## src/rtl/cpu_mem_pkg.sv

```systemverilog
// Shared definitions for the memory-access stage.
// Covers the control-bundle field map, access sizes, FSM states and the captured access descriptor.
package cpu_mem_pkg;

    // Control bundle: bits [7:5] belong to other stages and only pass through here.
    localparam int CON_MSB          = 7;
    localparam int CON_LSB          = 0;
    localparam int CON_MEM_READ     = 0;
    localparam int CON_MEM_WRITE    = 1;
    localparam int CON_MEM_SIZE_LSB = 2;
    localparam int CON_MEM_SIZE_MSB = 3;
    localparam int CON_MEM_SIGN     = 4;

    localparam logic [CON_MSB:CON_LSB] CON_NOP = '0;
    localparam logic REG_WRITE_EN_F = 1'b0;

    typedef enum logic [1:0] {
        MEM_SIZE_BYTE = 2'd0,
        MEM_SIZE_HALF = 2'd1,
        MEM_SIZE_WORD = 2'd2
    } mem_size_e;

    typedef enum logic [1:0] {
        MEM_STATE_IDLE = 2'd0,
        MEM_STATE_REQ  = 2'd1,
        MEM_STATE_WAIT = 2'd2
    } mem_state_e;

    typedef struct packed {
        logic      read;
        mem_size_e size;
        logic      sign;
        logic [1:0] off;
    } access_t;

endpackage

```

## src/rtl/cpu_mem_align.sv

```systemverilog
// Byte-lane steering for the data-memory port.
// Computes store enables and replicated data, extends load lanes and flags misalignment.
module cpu_mem_align
    import cpu_mem_pkg::*;
(
    input  logic [1:0]  size,
    input  logic        sign,
    input  logic [1:0]  off,
    input  logic [31:0] store_data,
    input  logic [31:0] rdata,
    output logic [3:0]  be,
    output logic [31:0] wdata,
    output logic [31:0] load_data,
    output logic        misaligned
);

    logic [31:0] lane;

    // NOTE: every output gets a default before the case, so no path leaves one unassigned (no latch).
    always_comb begin
        lane       = rdata >> {off, 3'b000};
        be         = 4'b1111;
        wdata      = store_data;
        load_data  = lane;
        misaligned = 1'b0;
        case (mem_size_e'(size))
            MEM_SIZE_BYTE: begin
                be        = 4'b0001 << off;
                wdata     = {4{store_data[7:0]}};
                load_data = sign ? {{24{lane[7]}}, lane[7:0]} : {24'b0, lane[7:0]};
            end
            MEM_SIZE_HALF: begin
                be         = 4'b0011 << off;
                wdata      = {2{store_data[15:0]}};
                load_data  = sign ? {{16{lane[15]}}, lane[15:0]} : {16'b0, lane[15:0]};
                misaligned = off[0];
            end
            default: begin
                misaligned = |off;
            end
        endcase
    end

endmodule

```

## src/rtl/cpu_mem.sv

```systemverilog
// Memory-access pipeline stage: drives a valid/ready data-memory port, stalls upstream while an
// access is outstanding and registers the write-back fields.
module cpu_mem
    import cpu_mem_pkg::*;
#(
    parameter int TIMEOUT_CYCLES = 255,
    parameter int ADDR_W         = 32
)
(
    input  logic                     clk,
    input  logic                     clr,
    input  logic [31:0]              current_pc_ex,
    input  logic [31:0]              ins_ex,
    input  logic [CON_MSB:CON_LSB]   controls_ex,
    input  logic [31:0]              alu_result,
    input  logic [31:0]              reg_read2_data_ex,
    input  logic                     reg_write_en,
    input  logic [4:0]               reg_write_num,
    output logic                     stall,
    output logic                     mem_req,
    input  logic                     mem_req_ready,
    output logic                     mem_we,
    output logic [ADDR_W-1:0]        mem_addr,
    output logic [31:0]              mem_wdata,
    output logic [3:0]               mem_be,
    input  logic                     mem_rsp_valid,
    input  logic [31:0]              mem_rdata,
    output logic [31:0]              current_pc_mem,
    output logic [31:0]              ins_mem,
    output logic [CON_MSB:CON_LSB]   controls_mem,
    output logic [31:0]              alu_result_mem,
    output logic [31:0]              mem_read_data,
    output logic                     reg_write_en_mem,
    output logic [4:0]               reg_write_num_mem,
    output logic                     mem_fault
);

    localparam int TW = $clog2(TIMEOUT_CYCLES + 1);
    localparam logic [TW-1:0] TIMER_LAST = TW'(TIMEOUT_CYCLES - 1);

    mem_state_e  state, state_nxt;
    logic [TW-1:0] timer;
    access_t     acc_in, acc_q, acc_sel;
    logic        mem_op, misaligned;
    logic        start, finish, timeout, misaligned_fault, retire, fault_now;
    logic [3:0]  be;
    logic [31:0] wdata, load_data;

    assign mem_op      = controls_ex[CON_MEM_READ] | controls_ex[CON_MEM_WRITE];
    assign acc_in.read = controls_ex[CON_MEM_READ];
    assign acc_in.size = mem_size_e'(controls_ex[CON_MEM_SIZE_MSB:CON_MEM_SIZE_LSB]);
    assign acc_in.sign = controls_ex[CON_MEM_SIGN];
    assign acc_in.off  = alu_result[1:0];

    // Store lanes come from the EX fields at issue; the load lane uses what was captured then.
    assign acc_sel = (state == MEM_STATE_IDLE) ? acc_in : acc_q;

    cpu_mem_align u_align (
        .size       (acc_sel.size),
        .sign       (acc_sel.sign),
        .off        (acc_sel.off),
        .store_data (reg_read2_data_ex),
        .rdata      (mem_rdata),
        .be         (be),
        .wdata      (wdata),
        .load_data  (load_data),
        .misaligned (misaligned)
    );

    always_comb begin
        state_nxt        = state;
        stall            = 1'b0;
        start            = 1'b0;
        finish           = 1'b0;
        timeout          = 1'b0;
        misaligned_fault = 1'b0;
        case (state)
            MEM_STATE_IDLE: begin
                if (mem_op && misaligned) begin
                    misaligned_fault = 1'b1;
                end else if (mem_op) begin
                    stall     = 1'b1;
                    start     = 1'b1;
                    state_nxt = MEM_STATE_REQ;
                end
            end
            MEM_STATE_REQ: begin
                if (timer == TIMER_LAST) begin
                    timeout   = 1'b1;
                    state_nxt = MEM_STATE_IDLE;
                end else begin
                    stall = 1'b1;
                    if (mem_req_ready) state_nxt = MEM_STATE_WAIT;
                end
            end
            MEM_STATE_WAIT: begin
                if (mem_rsp_valid) begin
                    finish    = 1'b1;
                    state_nxt = MEM_STATE_IDLE;
                end else if (timer == TIMER_LAST) begin
                    timeout   = 1'b1;
                    state_nxt = MEM_STATE_IDLE;
                end else begin
                    stall = 1'b1;
                end
            end
            default: state_nxt = MEM_STATE_IDLE;
        endcase
    end

    assign retire    = ((state == MEM_STATE_IDLE) && !start) || finish || timeout;
    assign fault_now = timeout | misaligned_fault;

    // NOTE: sequential state uses non-blocking assignments so every register samples pre-edge values.
    always_ff @(posedge clk or negedge clr) begin
        if (!clr) begin
            state <= MEM_STATE_IDLE;
            timer <= '0;
        end else begin
            state <= state_nxt;
            timer <= (state == MEM_STATE_IDLE) ? '0 : timer + 1'b1;
        end
    end

    always_ff @(posedge clk or negedge clr) begin
        if (!clr) begin
            mem_req           <= 1'b0;
            mem_we            <= 1'b0;
            mem_addr          <= '0;
            mem_wdata         <= '0;
            mem_be            <= '0;
            acc_q             <= '0;
            current_pc_mem    <= '0;
            ins_mem           <= '0;
            controls_mem      <= CON_NOP;
            alu_result_mem    <= '0;
            mem_read_data     <= '0;
            reg_write_en_mem  <= REG_WRITE_EN_F;
            reg_write_num_mem <= '0;
            mem_fault         <= 1'b0;
        end else begin
            if (start) begin
                mem_req   <= 1'b1;
                mem_we    <= controls_ex[CON_MEM_WRITE];
                mem_addr  <= {alu_result[ADDR_W-1:2], 2'b00};
                mem_wdata <= wdata;
                mem_be    <= be;
                acc_q     <= acc_in;
            end else if ((state == MEM_STATE_REQ) && (state_nxt != MEM_STATE_REQ)) begin
                mem_req <= 1'b0;
            end

            if (retire) begin
                current_pc_mem    <= current_pc_ex;
                ins_mem           <= ins_ex;
                controls_mem      <= controls_ex;
                alu_result_mem    <= alu_result;
                mem_read_data     <= (finish && acc_q.read) ? load_data : '0;
                reg_write_en_mem  <= reg_write_en & ~fault_now;
                reg_write_num_mem <= reg_write_num;
                mem_fault         <= fault_now;
            end else begin
                current_pc_mem    <= '0;
                ins_mem           <= '0;
                controls_mem      <= CON_NOP;
                alu_result_mem    <= '0;
                mem_read_data     <= '0;
                reg_write_en_mem  <= REG_WRITE_EN_F;
                reg_write_num_mem <= '0;
                mem_fault         <= 1'b0;
            end
        end
    end

endmodule

```

## config.mk

```make
export PLATFORM = sky130hd
export DESIGN_NAME = cpu_mem
export DESIGN_NICKNAME = d
export VERILOG_FILES = /design/src/rtl/cpu_mem_pkg.sv /design/src/rtl/cpu_mem_align.sv /design/src/rtl/cpu_mem.sv
export SDC_FILE = /design/constraint.sdc
export NUM_CORES = 1
export LEC_CHECK = 0
export ABC_AREA = 1
export ABC_CLOCK_PERIOD_IN_PS = 4390
export BUFFER_PORTS_ARGS = -buffer_cell sky130_fd_sc_hd__buf_2
export CAP_MARGIN = 20
export CORE_UTILIZATION = 30
export DETAILED_ROUTE_END_ITERATION = 6
export SLEW_MARGIN = 0
export SYNTH_ARGS = -nofsm -noshare
export SYNTH_HDL_FRONTEND = slang
export SYNTH_SLANG_ARGS = --single-unit
```

## constraint.sdc

```tcl
create_clock -name clk -period 4.39 [get_ports clk]
set_input_delay 0.6585 -clock clk [delete_from_list [all_inputs] [get_ports clk]]
set_output_delay 0.6585 -clock clk [all_outputs]
set_load 0.1 [all_outputs]
```

==> out/qor.yml <==
cts:
  cts_buffers: 27
  hold_buffers: 0
  path_clk_slew_ps: 60
  htree_num_levels: 1
  post_cts_resized: 0
  cts_tree: "done"
  cts_sinks: 227
  cts_root_buf: "clkbuf_16"
  post-cts-setup-buffers: 0
  clk_latency_ps: 520
  clk_path_buf_depth: 3
grt:
  antenna_found_initial: 3
  grt-ovfl-total: 0
  grt_usage: 0.177
  grt_start_max_net_pins: 127
  grt_pass1_wl_um: 42700
  first_global_vias: 7486
synth:
  syn_inst: 1007
  yosys.area.top_type_share: 0.619
  avgSynthCellArea_sq_um: 9.11
  synth_cell_types: 31
  syn_area_sq_um: 9170
  ys_seq_area_frac: 0.619
  ys_seq_elements: 227
  yosysWarnings: 0
  synth_area_leaders: "dfrtp_1 (62%), nand2_1 (15%), inv_1 (5.8%)"
  synth_largest_area_cell: "dfrtp_1"
critical_path:
  crit_fanout: 28
  start_kind: "register"
  required_ps: 3730
  crit_arrival_ps: 3070
  critPathKind: "reg -> out"
  end_kind: "output port"
outcome:
  status: "complete, no violations"
final_layout:
  drive_gt1_frac: 0.344
  syn_to_final_growth_pct: 34.6
  nets: 1572
  utilization: 0.413
floorplanning:
  io_pins: 392
  die_y_um: 177
  start_util: 0.307
  fp-row-count: 63
  core_area_sq_um: 29900
  dieArea_sq_um: 31300
  die_w_um: 177
placed_design:
  port_buffers: 389
  routabilityCongestion: 0.791
  place_hpwl_um: 20300
routing:
  route.final.wire_length_um: 28100
  routed_via_density: 4.30
  drc: 0
  drt_iter0_markers: 472
  vias: 7740
  ant_nets: 0
  wl_per_cell_um: 15.6
  firstDrtPassIters: 5
sta:
  slew_headroom: 0.271
  clock_skew_ps: 8.10
  min_period_ps: 3730
  fin_crit_sh: 0.850
  fin_setup_tns_ps: 0
  rsz0062_at_grt: "no"
  tightest_slew_ps: 1090
  hold_viol_final: 0
  finalSetupViolCount: 0
  fmax_mhz: 268
  slew_violations: 0
min_path:
  min_path_type: "in -> async"
flow_run:
  cap_violations: 0
[cells in the final DEF (no fill, tap or decap), types with 2 or more instances in the layout]
cell,Yosys,final
bufinv_16,0,3
nor2_1,31,31
clkinv_4,0,6
clkbuf_16,0,27
a21oi_1,26,26
ha_1,6,6
nand2_1,366,366
diode_2,0,3
dfrtp_1,227,227
nand3_2,3,2
mux2i_1,5,5
clkbuf_1,13,2
buf_2,12,387
o21ai_1,3,3
nand2_4,2,2
nand2_2,6,6
inv_2,17,17
conb_1,1,2
nand3_1,23,23
o21a_1,12,12
nand4_1,2,2
a211oi_1,5,5
o22ai_1,2,2
nor2_2,10,10
clkinv_2,0,7
o21ai_0,54,54
nor3_1,3,3
buf_12,0,3
inv_1,141,141
a31oi_1,12,12
clkbuf_8,0,2
buf_4,5,6
clkinvlp_4,0,2
[synthesized netlist by cell type]
master / count
buf_4: 5
and3b_1: 1
o21ai_4: 1
a211oi_1: 5
conb_1: 1
o21ai_0: 54
clkbuf_1: 13
a21oi_1: 26
o211ai_2: 1
nand2_4: 2
buf_6: 13
nor2_1: 31
o21a_1: 12
ha_1: 6
buf_1: 3
o21ai_1: 3
nand4_1: 2
mux2i_1: 5
inv_2: 17
a31oi_1: 12
nor2_2: 10
nor3_1: 3
dfrtp_1: 227
inv_1: 141
buf_2: 12
nand2_1: 366
nor2_4: 1
nand3_2: 3
o22ai_1: 2
nand2_2: 6
nand3_1: 23
[path summary, 6_finish.rpt]
path / from / to / slack [ps] / depth (start not counted)
worst max-delay path: state[0]$_DFF_PN0_ / stall / 660 / 9
worst min-delay path: clr / mem_read_data[19]$_DFF_PN0_ / 150 / 1
worst max register to register: state[0]$_DFF_PN0_ / ins_mem[9]$_DFF_PN0_ / 1140 / 14
worst min register to register: mem_wdata[7]$_DFFE_PN0P_ / mem_wdata[7]$_DFFE_PN0P_ / 470 / 2
max in group asynchronous: clr / current_pc_mem[25]$_DFF_PN0_ / 3130 / 2
min in group clk: controls_ex[5] / controls_mem[5]$_DFF_PN0_ / 320 / 3
[final cells by class]
class                           count  area, sq um
Clock inverter                     18          193
Sequential cell                   227         5680
Inverter                          158          593
Antenna cell                        3         7.51
Clock buffer                       31          711
Fill cell                        3050        17500
Multi-Input combinational cell    577         2610
Timing Repair Buffer              397         2060
Tap cell                          390          488
[registers in the layout (all words and copies together), names as in the netlist]
signal             count
mem_wdata             32
reg_write_num_mem      5
state                  2
mem_be                 4
mem_read_data         32
ins_mem               32
mem_req                1
mem_fault              1
mem_addr              30
mem_we                 1
reg_write_en_mem       1
acc_q                  6
alu_result_mem        32
controls_mem           8
timer                  8
current_pc_mem        32
[per-stage QoR]
| step | hold slack [ps] | instance area (sq um) | setup slack, ps | cells |
|---|---|---|---|---|
| floorplan | 363 | 9180 | 640 | 1008 |
| global placement | 458 | 11400 | 1130 | 1749 |
| detailed placement | 460 | 11400 | 1120 | 1749 |
| CTS | 296 | 12300 | 589 | 1798 |
| global route | 297 | 12300 | 388 | 1799 |
| finish | 149 | 12300 | 659 | 1801 |
[worst max-delay path, cell delays in order, from the launching register on]
cell and delay [ps]:
dfrtp_1 400, inv_1 110, ha_1 560, inv_2 230
nand2_1 160, nand2_4 200, nand2_1 230, nand3_4 100
a21oi_1 320, buf_12 230
[layer usage]
metal	track usage	up-vias	share of wire
li1	-	3808	-
met1	0.222	3609	0.42
met2	0.300	281	0.49
met3	0.0387	42	0.070
met4	0.0557	0	0.026
met5	0	-	0
[kinds of logic after synthesis]
kind of cell | Yosys count | share of synthesized area
adder cells (fa/ha/maj) | 6 | 0.00819
multiplexers | 5 | 0.00546
buffers and inverters | 204 | 0.0978
other | 1 | 0.000409
flip-flops | 227 | 0.619
AND/OR/NAND/NOR | 448 | 0.197
AO/OA/AOI/OAI | 116 | 0.0719
Power is not shown: default switching activity piles up to over one toggle a cycle in this logic, so the estimate is an artifact.
